===== config.mk =====
export PLATFORM = sky130hd
export DESIGN_NAME = layer0_input_packer
export DESIGN_NICKNAME = d
export VERILOG_FILES = /design/src/rtl/layer0_input_packer.sv
export SDC_FILE = /design/constraint.sdc
export NUM_CORES = 1
export LEC_CHECK = 0
export BUFFER_PORTS_ARGS = -buffer_cell sky130_fd_sc_hd__buf_2
export CAP_MARGIN = 10
export CORE_AREA = 2 2 153 155
export CTS_CLUSTER_SIZE = 10
export DETAILED_ROUTE_END_ITERATION = 8
export DIE_AREA = 0 0 155 157
export PLACE_DENSITY = 0.64
export SLEW_MARGIN = 20
export SYNTH_ARGS = -nofsm -noshare
export SYNTH_HDL_FRONTEND = slang
export SYNTH_SLANG_ARGS = --single-unit

===== constraint.sdc =====
create_clock -name clk -period 7.9 [get_ports clk]
set_input_delay 1.58 -clock clk [delete_from_list [all_inputs] [get_ports clk]]
set_output_delay 1.58 -clock clk [all_outputs]
set_load 0.02 [all_outputs]

===== src/rtl/layer0_input_packer.sv =====
// -----------------------------------------------------------------------------
// layer0_input_packer
//
// Quantises a stream of signed I/Q readout samples into 2-bit codes against
// three ascending thresholds and packs one frame of N_IN codes into a single
// output word for the layer-0 LUT neurons. Sample k of a frame lands in
// out_data[2k+1:2k]. A frame closes on the N_IN-th sample or earlier on
// in_last; early frames are zero-padded and flagged with frame_short.
//
// One completed frame can wait in the fill buffer (HOLD) while the output
// register is still occupied. Input is stalled only in that state, so the
// block sustains one sample per cycle when out_ready stays high.
//
// Ports:
//   clk          rising-edge clock
//   rst          synchronous active-high reset
//   in_data      signed sample (SAMPLE_W)
//   in_valid     sample valid
//   in_ready     sample accept (low only while a finished frame waits)
//   in_last      final sample of a frame
//   thr          {thr2, thr1, thr0}, signed, thr0 in the LSBs
//   out_data     packed 2-bit codes (2*N_IN)
//   out_valid    packed frame valid
//   out_ready    downstream accept
//   frame_short  frame closed early by in_last
//   clip_cnt     (optional) saturating count of full-scale samples
//
// Optional feature macro: LAYER0_INPUT_PACKER_CLIP_CNT_EN adds clip_cnt.
// -----------------------------------------------------------------------------
module layer0_input_packer #(
    parameter int N_IN     = 32,
    parameter int SAMPLE_W = 16
) (
    input  logic                  clk,
    input  logic                  rst,
    input  logic [SAMPLE_W-1:0]   in_data,
    input  logic                  in_valid,
    output logic                  in_ready,
    input  logic                  in_last,
    input  logic [3*SAMPLE_W-1:0] thr,
    output logic [2*N_IN-1:0]     out_data,
    output logic                  out_valid,
    input  logic                  out_ready,
    output logic                  frame_short
`ifdef LAYER0_INPUT_PACKER_CLIP_CNT_EN
    ,
    output logic [15:0]           clip_cnt
`endif
);

    localparam int CNT_W = $clog2(N_IN);
    localparam logic [CNT_W-1:0] LAST_IDX = CNT_W'(N_IN - 1);

    typedef enum logic [1:0] {
        IDLE = 2'd0,
        FILL = 2'd1,
        HOLD = 2'd2
    } state_e;

    // Threshold quantiser: signed compares against the three ascending levels.
    function automatic logic [1:0] quantize(
        input logic signed [SAMPLE_W-1:0] s,
        input logic [3*SAMPLE_W-1:0]      t
    );
        logic signed [SAMPLE_W-1:0] t0;
        logic signed [SAMPLE_W-1:0] t1;
        logic signed [SAMPLE_W-1:0] t2;
        t0 = t[SAMPLE_W-1:0];
        t1 = t[2*SAMPLE_W-1:SAMPLE_W];
        t2 = t[3*SAMPLE_W-1:2*SAMPLE_W];
        if (s < t0)      quantize = 2'd0;
        else if (s < t1) quantize = 2'd1;
        else if (s < t2) quantize = 2'd2;
        else             quantize = 2'd3;
    endfunction

    state_e                  state_q;
    logic [CNT_W-1:0]        cnt_q;
    logic [2*N_IN-1:0]       acc_q;
    logic [3*SAMPLE_W-1:0]   thr_q;
    logic                    pend_short_q;
    logic [2*N_IN-1:0]       out_data_q;
    logic                    out_valid_q;
    logic                    frame_short_q;

    logic                    accept;
    logic                    close;
    logic                    out_free;
    logic                    short_d;
    logic [1:0]              code_d;
    logic [2*N_IN-1:0]       frame_d;

    assign in_ready    = (state_q != HOLD);
    assign out_data    = out_data_q;
    assign out_valid   = out_valid_q;
    assign frame_short = frame_short_q;

    always_comb begin
        accept   = in_valid && in_ready;
        close    = accept && ((cnt_q == LAST_IDX) || in_last);
        short_d  = (cnt_q != LAST_IDX);
        // Output register can take a frame this cycle if empty or draining.
        out_free = !out_valid_q || out_ready;
        // The first sample of a frame is coded with the live thresholds,
        // which are latched alongside it for the rest of the frame.
        code_d   = quantize($signed(in_data), (state_q == IDLE) ? thr : thr_q);
        // Starting from zero guarantees 00 in slots an early close leaves unfilled.
        frame_d  = (state_q == IDLE) ? '0 : acc_q;
        frame_d[{cnt_q, 1'b0} +: 2] = code_d;
    end

    always_ff @(posedge clk) begin
        if (rst) begin
            state_q       <= IDLE;
            cnt_q         <= '0;
            out_valid_q   <= 1'b0;
            out_data_q    <= '0;
            frame_short_q <= 1'b0;
        end else begin
            if (out_valid_q && out_ready) begin
                out_valid_q <= 1'b0;
            end
            case (state_q)
                IDLE, FILL: begin
                    if (accept) begin
                        if (state_q == IDLE) begin
                            thr_q <= thr;
                        end
                        if (close) begin
                            cnt_q <= '0;
                            if (out_free) begin
                                // Direct load; overrides the drain clear so a
                                // drain and a close in the same cycle leave no bubble.
                                out_data_q    <= frame_d;
                                frame_short_q <= short_d;
                                out_valid_q   <= 1'b1;
                                state_q       <= IDLE;
                            end else begin
                                acc_q        <= frame_d;
                                pend_short_q <= short_d;
                                state_q      <= HOLD;
                            end
                        end else begin
                            acc_q   <= frame_d;
                            cnt_q   <= cnt_q + 1'b1;
                            state_q <= FILL;
                        end
                    end
                end
                HOLD: begin
                    // out_valid is always set here; its transfer frees the register.
                    if (out_ready) begin
                        out_data_q    <= acc_q;
                        frame_short_q <= pend_short_q;
                        out_valid_q   <= 1'b1;
                        state_q       <= IDLE;
                    end
                end
                default: state_q <= IDLE;
            endcase
        end
    end

`ifdef LAYER0_INPUT_PACKER_CLIP_CNT_EN
    localparam logic [SAMPLE_W-1:0] S_MIN = {1'b1, {(SAMPLE_W-1){1'b0}}};
    localparam logic [SAMPLE_W-1:0] S_MAX = {1'b0, {(SAMPLE_W-1){1'b1}}};

    logic [15:0] clip_q;

    always_ff @(posedge clk) begin
        if (rst) begin
            clip_q <= '0;
        end else if (accept && ((in_data == S_MIN) || (in_data == S_MAX))
                     && (clip_q != 16'hFFFF)) begin
            clip_q <= clip_q + 16'd1;
        end
    end

    assign clip_cnt = clip_q;
`endif

endmodule


==> metrics.md <==
| Metric | Value |
|---|---|
| Status | `complete, no violations` |
| Final #Nets | `1,303` |
| Post-DR vias/cell | `approximately 5.7` |
| Synth top area cells | `edfxtp_1 34%, dfxtp_1 15%, ha_1 6.3%` |
| Die width | `155 µm` |
| Crit path arrival time | `~4800 ps` |
| Final setup fails | `0` |
| CP Launch Point | `state_q[0]` |
| Area grow syn2layout | `14.7%` |
| WL per Instance | `18.6 µm` |
| Clk slew on worst S/H paths | `70 ps` |
| Vias in the first global route | `approximately 8,000` |
| Async set-reset flop share out of synthesis | `0%` |
| Syn nets | `~1,200` |
| Max cap viols | `0` |
| Hold Crit Start | `out_data[24]` |
| Vias post-DR | `about 8,500` |
| Dpl cell area | `about 11,000 µm²` |
| Sw Pwr | `approximately 0.68 mW` |
| Mapped cell area | `10,100 µm²` |
| Area of the multi-input gates | `4780 µm²` |
| Largest net degree at the start of global routing | `85` |
| Pwr dens | `~200 nW/µm²` |
| Worst IR Drop VDD | `between 100 and 150 µV` |
| Final hold violations | `0` |
| Sink Count | `approximately 190` |
| Synth cell types | `just over 60` |
| RD Place Congestion | `0.935` |
| Internal cell power | `1.63 mW` |
| Share of cells above drive strength 1 | `between 15 and 20%` |
| Static Leak | `roughly 4.8 nW` |
| Worst-Skew Late Latency | `440 ps` |
| Crit Path Class | `reg2reg` |
| Switching Share | `between 20% and 30%` |
| Yosys top cell by area | `edfxtp_1` |
| Die area | `roughly 24,000 µm²` |
| Clock share of power | `about 36%` |
| Maximum clock rate | `approximately 0.22 GHz` |
| Design Power | `~2.3 mW` |
| Seq. cell area | `4850 µm²` |
| Slew HR | `a little under a third` |
| Seq pwr share | `47.7%` |
| Starting DRC count in detailed routing | `778` |
| Reg2reg path depth | `13` |
| Number of H-tree levels | `4` |
| Drt drc | `0` |
| Worst hold-check path type | `reg2reg` |
| Critical Path End Type | `register` |
| Post_cts resized | `0` |
| Final antenna diode count | `0` |
| Synth Instances | `between 1,000 and 1,500` |
| Final core occ | `between 50% and 60%` |
| Register bit count reported by yosys | `roughly 190` |
| Io pins | `136` |
| Tightest Pin Transition | `approximately 1000 ps` |
| Period utilisation layout | `a little under three fifths` |
| Design area | `11,600 µm²` |
| Final setup margin | `between 3000 and 4000 ps` |
| Share of the synthesized area in the top cell type | `between 30% and 40%` |
| CP Data Required Time | `just over 8000 ps` |
| Count leader, synth | `nand2_1` |
| Synthesized area per cell | `~9.3 µm²` |
| Gate power share | `16.3%` |
| Cell Count, Final, Fillers Out | `roughly 1,500` |
| Crit Path Max Fanout | `between 50 and 60` |
| Unrepaired setup endpoints after global routing | `false` |
| Filler cell count | `2,116` |
| Total Routed Length | `27.5 mm` |
| Minimum clock period | `4500 ps` |
| Post-DP HPWL | `18.9 mm` |
| DR pass1 iterations | `5` |
| R2r startpoint | `state_q[0]` |
| # hold bufs at CTS | `0` |
| Seq/Total Area, Yosys | `between 40% and 50%` |
| Post-synth EDFFs | `113` |
| Root Driver | `clkbuf_16` |
| Starting Density | `44.8%` |
| Row count | `between 50 and 60` |
| Routed Antenna Nets | `0` |
| # port buffers | `approximately 140` |
| # Post-CTS Setup Buffers | `0` |
| Setup_tns | `0 ps` |
| First-pass GRT wire length | `between 40 and 50 mm` |
| Grt ovf | `0` |
| Chip Height | `about 160 µm` |
| Max-slew violation count | `0` |
| Warning count from the yosys run | `0` |
| Worst slack, placed | `about 3000 ps` |
| Tot GR Track Use | `23.2%` |
| List of most frequent post-synthesis cells | `148 x nand2_1, 113 x edfxtp_1, 96 x nor2_1, 90 x o21ai_0, 73 x dfxtp_1` |
| TritonCTS clock tree | `done` |
| Maximum clock path buffer count | `2` |
| Placed Instances | `between 1,000 and 1,500` |
| Synth Flop Type | `edfxtp_1` |
| Core Area | `~23,000 µm²` |
| Cells on Worst Hold Path | `2` |
| Worst clock skew | `approximately 16 ps` |
| TritonCTS Buffers | `17` |
| CP Launch Type | `register` |
| Initial antenna violation count | `1` |
| Fin Hold WS | `around 470 ps` |
## cell type report
cell class	instances	share of cell area, %
clock buffer	19	3.83
sequential	186	42.0
tap	285	3.09
inverter	57	1.85
multi-input combinational	772	41.4
clock inverter	13	0.964
timing repair buffer	149	6.87
## critical path: stages (launching register included)
cell and delay, ps:
dfxtp_1 300, buf_4 230, nor2_4 410, buf_12 370
mux2i_1 290, ha_1 290, a21o_1 180, a21o_1 170
a211oi_1 240, o31ai_1 110, mux2i_1 520, a31o_1 740
o311ai_0 260, nor3b_1 200
## metal layers
metal | share of wire [%] | GRT usage, % | vias to the layer above
met2 | 44 | 35.7 | 311
met5 | 0.047 | 0 | -
met1 | 47 | 33.0 | 3927
li1 | - | - | 4179
met3 | 6.7 | 4.10 | 44
met4 | 2.7 | 7.98 | 2
## power by group through the flow
stage	Sequential, mW	Combinational (mW)	Clock [mW]
global placement	1.12	0.370	0
floorplan	1.14	0.234	0
finish	1.10	0.376	0.830
detailed placement	1.12	0.375	0
global route	1.11	0.418	0.879
CTS	1.10	0.376	0.844
## layout by cell type, fill, tap and decap left out, drive strengths merged, types with 5 or more instances in the layout
master,synthesis,layout
dfxtp,73,73
a311oi,17,17
nand3b,8,8
o211ai,6,6
nor3,20,20
o41ai,8,8
o21ai,92,92
and2,5,5
o311a,7,7
clkbuf,53,19
nor2,97,97
and3,11,11
nand3,58,58
inv,57,65
a31oi,25,25
ha,51,51
mux2i,42,42
or2,8,8
o31a,7,7
a21o,10,10
a21oi,51,51
or3,12,12
buf,11,149
o22ai,13,13
nor4,6,6
a211oi,18,18
a211o,5,5
edfxtp,113,113
nand4,6,6
nand2,148,148
## final timing paths
check | slack, ps | end
min reg2reg | 470 | out_data[24]
max | 3400 | out_data[50]
min | 470 | out_data[24]
max reg2reg | 3400 | out_data[50]
## state kept, by name, indices dropped and copies added, names as in the netlist
name          cells
acc_q            64
frame_short       1
pend_short_q      1
cnt_q             5
out_data         64
thr_q            48
state_q           2
out_valid         1
## cell families after synthesis
| kind of cell | after synthesis | share of synthesized area, % |
|---|---|---|
| simple gates | 392 | 17.6 |
| compound gates | 283 | 18.4 |
| mux | 44 | 4.43 |
| flops | 186 | 48.2 |
| xor+xnor | 2 | 0.174 |
| fa+ha+maj | 51 | 6.33 |
| buf+inv | 121 | 4.83 |
No activity file was read; power rests on OpenSTA's default activity.
